## src/rtl/aes_mix_columns_iter_if.sv

```systemverilog
// aes_mix_columns_iter_if: valid/ready bundle between ShiftRows, the MixColumns stage and AddRoundKey
//   inValid/inReady/inData/inBypass : upstream state handshake (inBypass = final round, no mixing)
//   outValid/outReady/outData       : downstream result handshake
//   busy                            : stage holds a state (RUN or DONE)
interface aes_mix_columns_iter_if;
   logic         inValid;
   logic         inReady;
   logic [127:0] inData;
   logic         inBypass;
   logic         outValid;
   logic         outReady;
   logic [127:0] outData;
   logic         busy;
   modport master (output inValid, inData, inBypass, outReady, input inReady, outValid, outData, busy);
   modport slave  (input inValid, inData, inBypass, outReady, output inReady, outValid, outData, busy);
endinterface

```

## src/rtl/aes_mix_columns_iter.sv

```systemverilog
// aes_mix_columns_iter: iterative AES (Inv)MixColumns, COLS_PER_CYCLE columns per clock
//   clk  : clock, rising edge
//   rstN : asynchronous active-low reset
//   bus  : slave side of aes_mix_columns_iter_if (in/out handshakes, data, bypass, busy)
module aes_mix_columns_iter #(
   parameter int COLS_PER_CYCLE = 1,
   parameter bit DECRYPT        = 1'b0
) (
   input logic                   clk,
   input logic                   rstN,
   aes_mix_columns_iter_if.slave bus
);
   localparam int N  = 4 / COLS_PER_CYCLE;
   localparam int CW = N > 1 ? $clog2(N) : 1;
   if (COLS_PER_CYCLE != 1 && COLS_PER_CYCLE != 2 && COLS_PER_CYCLE != 4) begin : g_bad_cols
      $error("aes_mix_columns_iter: COLS_PER_CYCLE must be 1, 2 or 4");
   end
   typedef enum logic [1:0] {IDLE, RUN, DONE} state_t;
   state_t          state_q, state_d;
   logic [CW-1:0]   cnt_q, cnt_d;
   logic [127:0]    data_q, data_d;
   logic            bypass_q, bypass_d;
   logic [1:0]      col;
   function automatic logic [7:0] xt(input logic [7:0] b);
      return {b[6:0], 1'b0} ^ (b[7] ? 8'h1b : 8'h00);
   endfunction
   // Constant multiples built from the doubling chain: 09=8+1, 0B=8+2+1, 0D=8+4+1, 0E=8+4+2.
   function automatic logic [31:0] mix(input logic [31:0] c);
      logic [7:0]  s [4];
      logic [7:0]  x2 [4];
      logic [7:0]  x4 [4];
      logic [7:0]  x8 [4];
      logic [31:0] r;
      r = '0;
      for (int i = 0; i < 4; i++) begin
         s[i]  = c[31-8*i -: 8];
         x2[i] = xt(s[i]);
         x4[i] = xt(x2[i]);
         x8[i] = xt(x4[i]);
      end
      for (int i = 0; i < 4; i++) begin
         r[31-8*i -: 8] = DECRYPT ?
            (x8[i] ^ x4[i] ^ x2[i]) ^ (x8[(i+1)%4] ^ x2[(i+1)%4] ^ s[(i+1)%4]) ^
            (x8[(i+2)%4] ^ x4[(i+2)%4] ^ s[(i+2)%4]) ^ (x8[(i+3)%4] ^ s[(i+3)%4]) :
            x2[i] ^ x2[(i+1)%4] ^ s[(i+1)%4] ^ s[(i+2)%4] ^ s[(i+3)%4];
      end
      return r;
   endfunction
   always_ff @(posedge clk or negedge rstN) begin
      if (!rstN) begin
         state_q  <= IDLE;
         cnt_q    <= '0;
         data_q   <= '0;
         bypass_q <= 1'b0;
      end else begin
         state_q  <= state_d;
         cnt_q    <= cnt_d;
         data_q   <= data_d;
         bypass_q <= bypass_d;
      end
   end
   // Each column is read from data_q and written back to its own slot exactly once,
   // so a group never sees another group's partially mixed result.
   always_comb begin
      state_d  = state_q;
      cnt_d    = cnt_q;
      data_d   = data_q;
      bypass_d = bypass_q;
      col      = '0;
      case (state_q)
         IDLE: if (bus.inValid) begin
            data_d   = bus.inData;
            bypass_d = bus.inBypass;
            cnt_d    = '0;
            state_d  = bus.inBypass ? DONE : RUN;
         end
         RUN: begin
            for (int j = 0; j < COLS_PER_CYCLE; j++) begin
               col = 2'(32'(cnt_q) * COLS_PER_CYCLE + j);
               if (!bypass_q) data_d[127-32*int'(col) -: 32] = mix(data_q[127-32*int'(col) -: 32]);
            end
            cnt_d   = cnt_q + 1'b1;
            state_d = cnt_q == CW'(N - 1) ? DONE : RUN;
         end
         DONE: state_d = bus.outReady ? IDLE : DONE;
         default: state_d = IDLE;
      endcase
   end
   assign bus.inReady  = state_q == IDLE;
   assign bus.outValid = state_q == DONE;
   assign bus.busy     = state_q != IDLE;
   assign bus.outData  = data_q;
endmodule
```

## src/flat_wrapper.sv

```systemverilog
// flat-port wrapper written by rule: the top's interface ports become plain ports
module aes_mix_columns_iter_flat 
#(
   parameter int COLS_PER_CYCLE = 1,
   parameter bit DECRYPT        = 1'b0
)
  (clk, rstN, bus_inValid, bus_inData, bus_inBypass, bus_outReady, bus_inReady, bus_outValid, bus_outData, bus_busy);
  aes_mix_columns_iter_if bus_i ();
  input logic clk;
  input logic rstN;
  input wire logic [$bits(bus_i.inValid)-1:0] bus_inValid;
  input wire logic [$bits(bus_i.inData)-1:0] bus_inData;
  input wire logic [$bits(bus_i.inBypass)-1:0] bus_inBypass;
  input wire logic [$bits(bus_i.outReady)-1:0] bus_outReady;
  output wire logic [$bits(bus_i.inReady)-1:0] bus_inReady;
  output wire logic [$bits(bus_i.outValid)-1:0] bus_outValid;
  output wire logic [$bits(bus_i.outData)-1:0] bus_outData;
  output wire logic [$bits(bus_i.busy)-1:0] bus_busy;
  assign bus_i.inValid = bus_inValid;
  assign bus_i.inData = bus_inData;
  assign bus_i.inBypass = bus_inBypass;
  assign bus_i.outReady = bus_outReady;
  assign bus_inReady = bus_i.inReady;
  assign bus_outValid = bus_i.outValid;
  assign bus_outData = bus_i.outData;
  assign bus_busy = bus_i.busy;
  aes_mix_columns_iter #(.COLS_PER_CYCLE(COLS_PER_CYCLE), .DECRYPT(DECRYPT)) u_core (.clk(clk), .rstN(rstN), .bus(bus_i));
endmodule
```

## config.mk

```make
export PLATFORM = sky130hd
export DESIGN_NAME = aes_mix_columns_iter_flat
export DESIGN_NICKNAME = d
export VERILOG_FILES = /design/src/rtl/aes_mix_columns_iter_if.sv /design/src/rtl/aes_mix_columns_iter.sv /design/src/flat_wrapper.sv
export SDC_FILE = /design/constraint.sdc
export NUM_CORES = 1
export LEC_CHECK = 0
export CAP_MARGIN = 5
export CORE_AREA = 5 5 170 123
export CTS_CLUSTER_SIZE = 12
export DETAILED_ROUTE_END_ITERATION = 12
export DIE_AREA = 0 0 175 128
export GPL_TIMING_DRIVEN = 0
export PLACE_DENSITY = 0.83
export SYNTH_ARGS = -nofsm -noshare
export SYNTH_HDL_FRONTEND = slang
export SYNTH_SLANG_ARGS = --single-unit
```

## constraint.sdc

```tcl
create_clock -name clk -period 2.3 [get_ports clk]
set_input_delay 0.46 -clock clk [delete_from_list [all_inputs] [get_ports clk]]
set_output_delay 0.46 -clock clk [all_outputs]
set_load 0.02 [all_outputs]
```

==> results.md, run 1 <==
* CTS Sinks at 133
* CTS buffer count at 17
* Final Max Slew Viols at 0
* Routed WL per cell at 29.6 um
* Vias per cell at 6.58
* Peak Freq at 390 MHz
* Worst reg-to-reg setup slack at -0.26 ns
* Status: complete, but fails checks
* Vias post-DR at 8,751
* Final worst-path cycle share at 1.11
* Core Rows at 43
* Seq. cell area at 3330 um2
* Setup Viol. Count Final at 128
* Vias in the first global route at 8,458
* Drt first pass iters at 9
* Syn Area/Cell at 11.0 um2
* Req. time, crit path at 2.64 ns
* Gate Count Post-Synth at 738
* Total Wirelength at 39,400 um
* Slew margin rel. at 0.431
* Post-DP HPWL at 25,600 um
* Sequential area share after synthesis at 0.411
* Max_cap viols at 0
* RSZ-0062 raised after global routing: true
* IO buf count at 263
* RePlAce Congestion at 0.920
* Die area at 22,400 um2
* Worst-case clock buffer depth at 2
* Top Ports at 264
* Synthesis Warnings at 0
* Number of diodes at 0
* First-pass GRT wire length at 53,400 um
* Share of cells above drive strength 1 at 0.294
* Layout Nets at 1,207
* Die H at 128 um
* Critical Path Source: u_core.cnt_q[0]
* Die width at 175 um
* Multi-input gate area at 5320 um2
* WHS at 0.000677 ns
* Final Hold Vio Count at 0
* HP Class: in2async
* GR Util All Layers at 0.319
* RR Startpoint: u_core.cnt_q[0]
* Synth-to-Final Area Change at 66.2%
* Clock transition at the registers of the reported paths at 0.07 ns
* Area of the core at 19,300 um2
* Final setup margin at -0.263 ns
* Failing checks: setup timing
* CTS tree: built
* Tightest Pin Transition at 0.854 ns
* Max Fanout on Critical Path at 10
* Initial Util at 0.420
* Skew final at 0.0136 ns
* CP Launch Type: register
* DR iter-0 viols at 1,255
* CP endpoint kind: register
* H-Tree Depth at 4
* Worst endpoint data arrival time at 2.90 ns
* Cell Area, Synth at 8090 um2
* Antenna-violating nets left at 0
* Distinct cells, synth at 31
* # fillers at 1,267
* Setup Crit Path Kind: reg2reg
* Tmin final at 2.56 ns
* Gr ovfl total at 0
* Clock latency on the worst-skew pair at 0.44 ns
* FF+latch count, synth at 133
* Root Driver: clkbuf_16
* Syn_nets at 875
* Largest net degree at the start of global routing at 76
* Drt drc at 0
* Initial antenna violation count at 0
==> final timing paths <==
path,end,cells after the start
setup / recovery,u_core.bus.outData[25],6
min in group clk,u_core.bus.outData[0],2
max in group asynchronous,u_core.bus.outData[72],2
hold / removal,u_core.bus.outData[87],1
setup reg to reg,u_core.bus.outData[25],6
hold reg to reg,u_core.bus.outData[0],2
==> layout make-up <==
cell class	instances	share of cell area
clock buffers	19	0.0322
well taps	247	0.0230
plain buffers	67	0.0438
inverters	5	0.00158
clock inverters	13	0.0136
multi-input cells	527	0.396
flip-flops and latches	133	0.248
repair buffers	319	0.243
==> state kept, by name, indices dropped and copies added, names as in the netlist <==
signal,flops
u_core.state_q,2
u_core.cnt_q,2
u_core.bypass_q,1
u_core.bus.outData,128
==> Yosys cell counts (all sizes together) <==
cell    number  share of area
mux2         1         0.0014
xnor2       17          0.026
nand2      261           0.12
or4b         1         0.0012
nor2b        2         0.0015
xnor3       33          0.092
xor3        10          0.029
clkbuf      59          0.027
o221ai     128           0.14
o21ai        2         0.0012
a21oi        1        0.00062
inv          5         0.0023
or4          3         0.0028
a22oi        1        0.00093
dfrtp      133           0.41
o21bai       1        0.00093
a22o         1         0.0011
a21o         4         0.0037
mux4        32          0.089
xor2        15          0.019
buf         14          0.012
nand2b       3         0.0023
nand3b       4         0.0037
nor2         3         0.0014
ha           4         0.0062
==> cells in the final DEF (no fill, tap or decap), drive strengths merged, types with 2 or more instances in the layout <==
cell / synthesis / layout
xor3: 10 / 10
xnor3: 33 / 33
nand2: 261 / 261
dfrtp: 133 / 133
xnor2: 17 / 17
nor2: 3 / 3
bufinv: 0 / 4
buf: 14 / 72
ha: 4 / 4
or4: 3 / 3
nand2b: 3 / 3
nand3b: 4 / 4
inv: 5 / 5
clkdlybuf4s50: 0 / 260
clkbuf: 59 / 71
o221ai: 128 / 128
o21ai: 2 / 2
nor2b: 2 / 2
a21o: 4 / 4
xor2: 15 / 15
mux4: 32 / 32
clkinv: 0 / 8
==> layer usage <==
metal / GRT usage / vias to the layer above / wire [um]
li1: - / 3396 / -
met1: 0.451 / 4309 / 14500
met2: 0.474 / 883 / 17700
met3: 0.0855 / 163 / 5560
met4: 0.121 / 0 / 1600
met5: 0 / - / 0
==> kinds of logic after synthesis <==
logic type | Yosys count | synth area share
simple gates | 277 | 0.134
compound gates | 138 | 0.150
flops | 133 | 0.411
buf+inv | 78 | 0.0413
xor+xnor | 75 | 0.167
mux | 33 | 0.0905
fa+ha+maj | 4 | 0.00619
==> worst max-delay path, stage by stage, from the launching register on <==
cell	delay, ns
dfrtp_2	0.37
buf_6	0.14
buf_12	0.18
mux4_2	0.62
xnor2_2	0.32
xnor3_2	0.56
o221ai_1	0.26
==> through the flow <==
step / worst slack [ns] / util / cell area, um2 / TNS (ns) / std cells
2_1_floorplan: 0.000772 / - / 8130 / 0 / 738
3_3_place_gp: -4.51 / 0.575 / 11100 / -647.47 / 1248
3_5_place_dp: -0.561 / 0.576 / 11100 / -59.09 / 1249
4_1_cts: -0.197 / 0.655 / 12600 / -14.21 / 1305
5_1_grt: -0.269 / 0.698 / 13500 / -25.54 / 1330
6_report: -0.263 / 0.698 / 13500 / -20.23 / 1330
==> what timing repair did <==
item / CTS / global route
gates cloned: 2 / 6
resized for setup: 156 / 110
setup buffers: 28 / 19
endpoints found under the setup margin: 131 / 130
hold buffers: 0 / 0
pin swaps: 33 / 49
Power of run 1 is not shown: default switching activity piles up to over one toggle a cycle in this logic, so the estimate is an artifact.
==> run 2: changes to the inputs <==
CTS_CLUSTER_SIZE = unset   (was 12)
==> results of run 2 <==
Final layout, timing and power as in run 1 (identical DEF).
Power of run 2 is left out for the same reason.
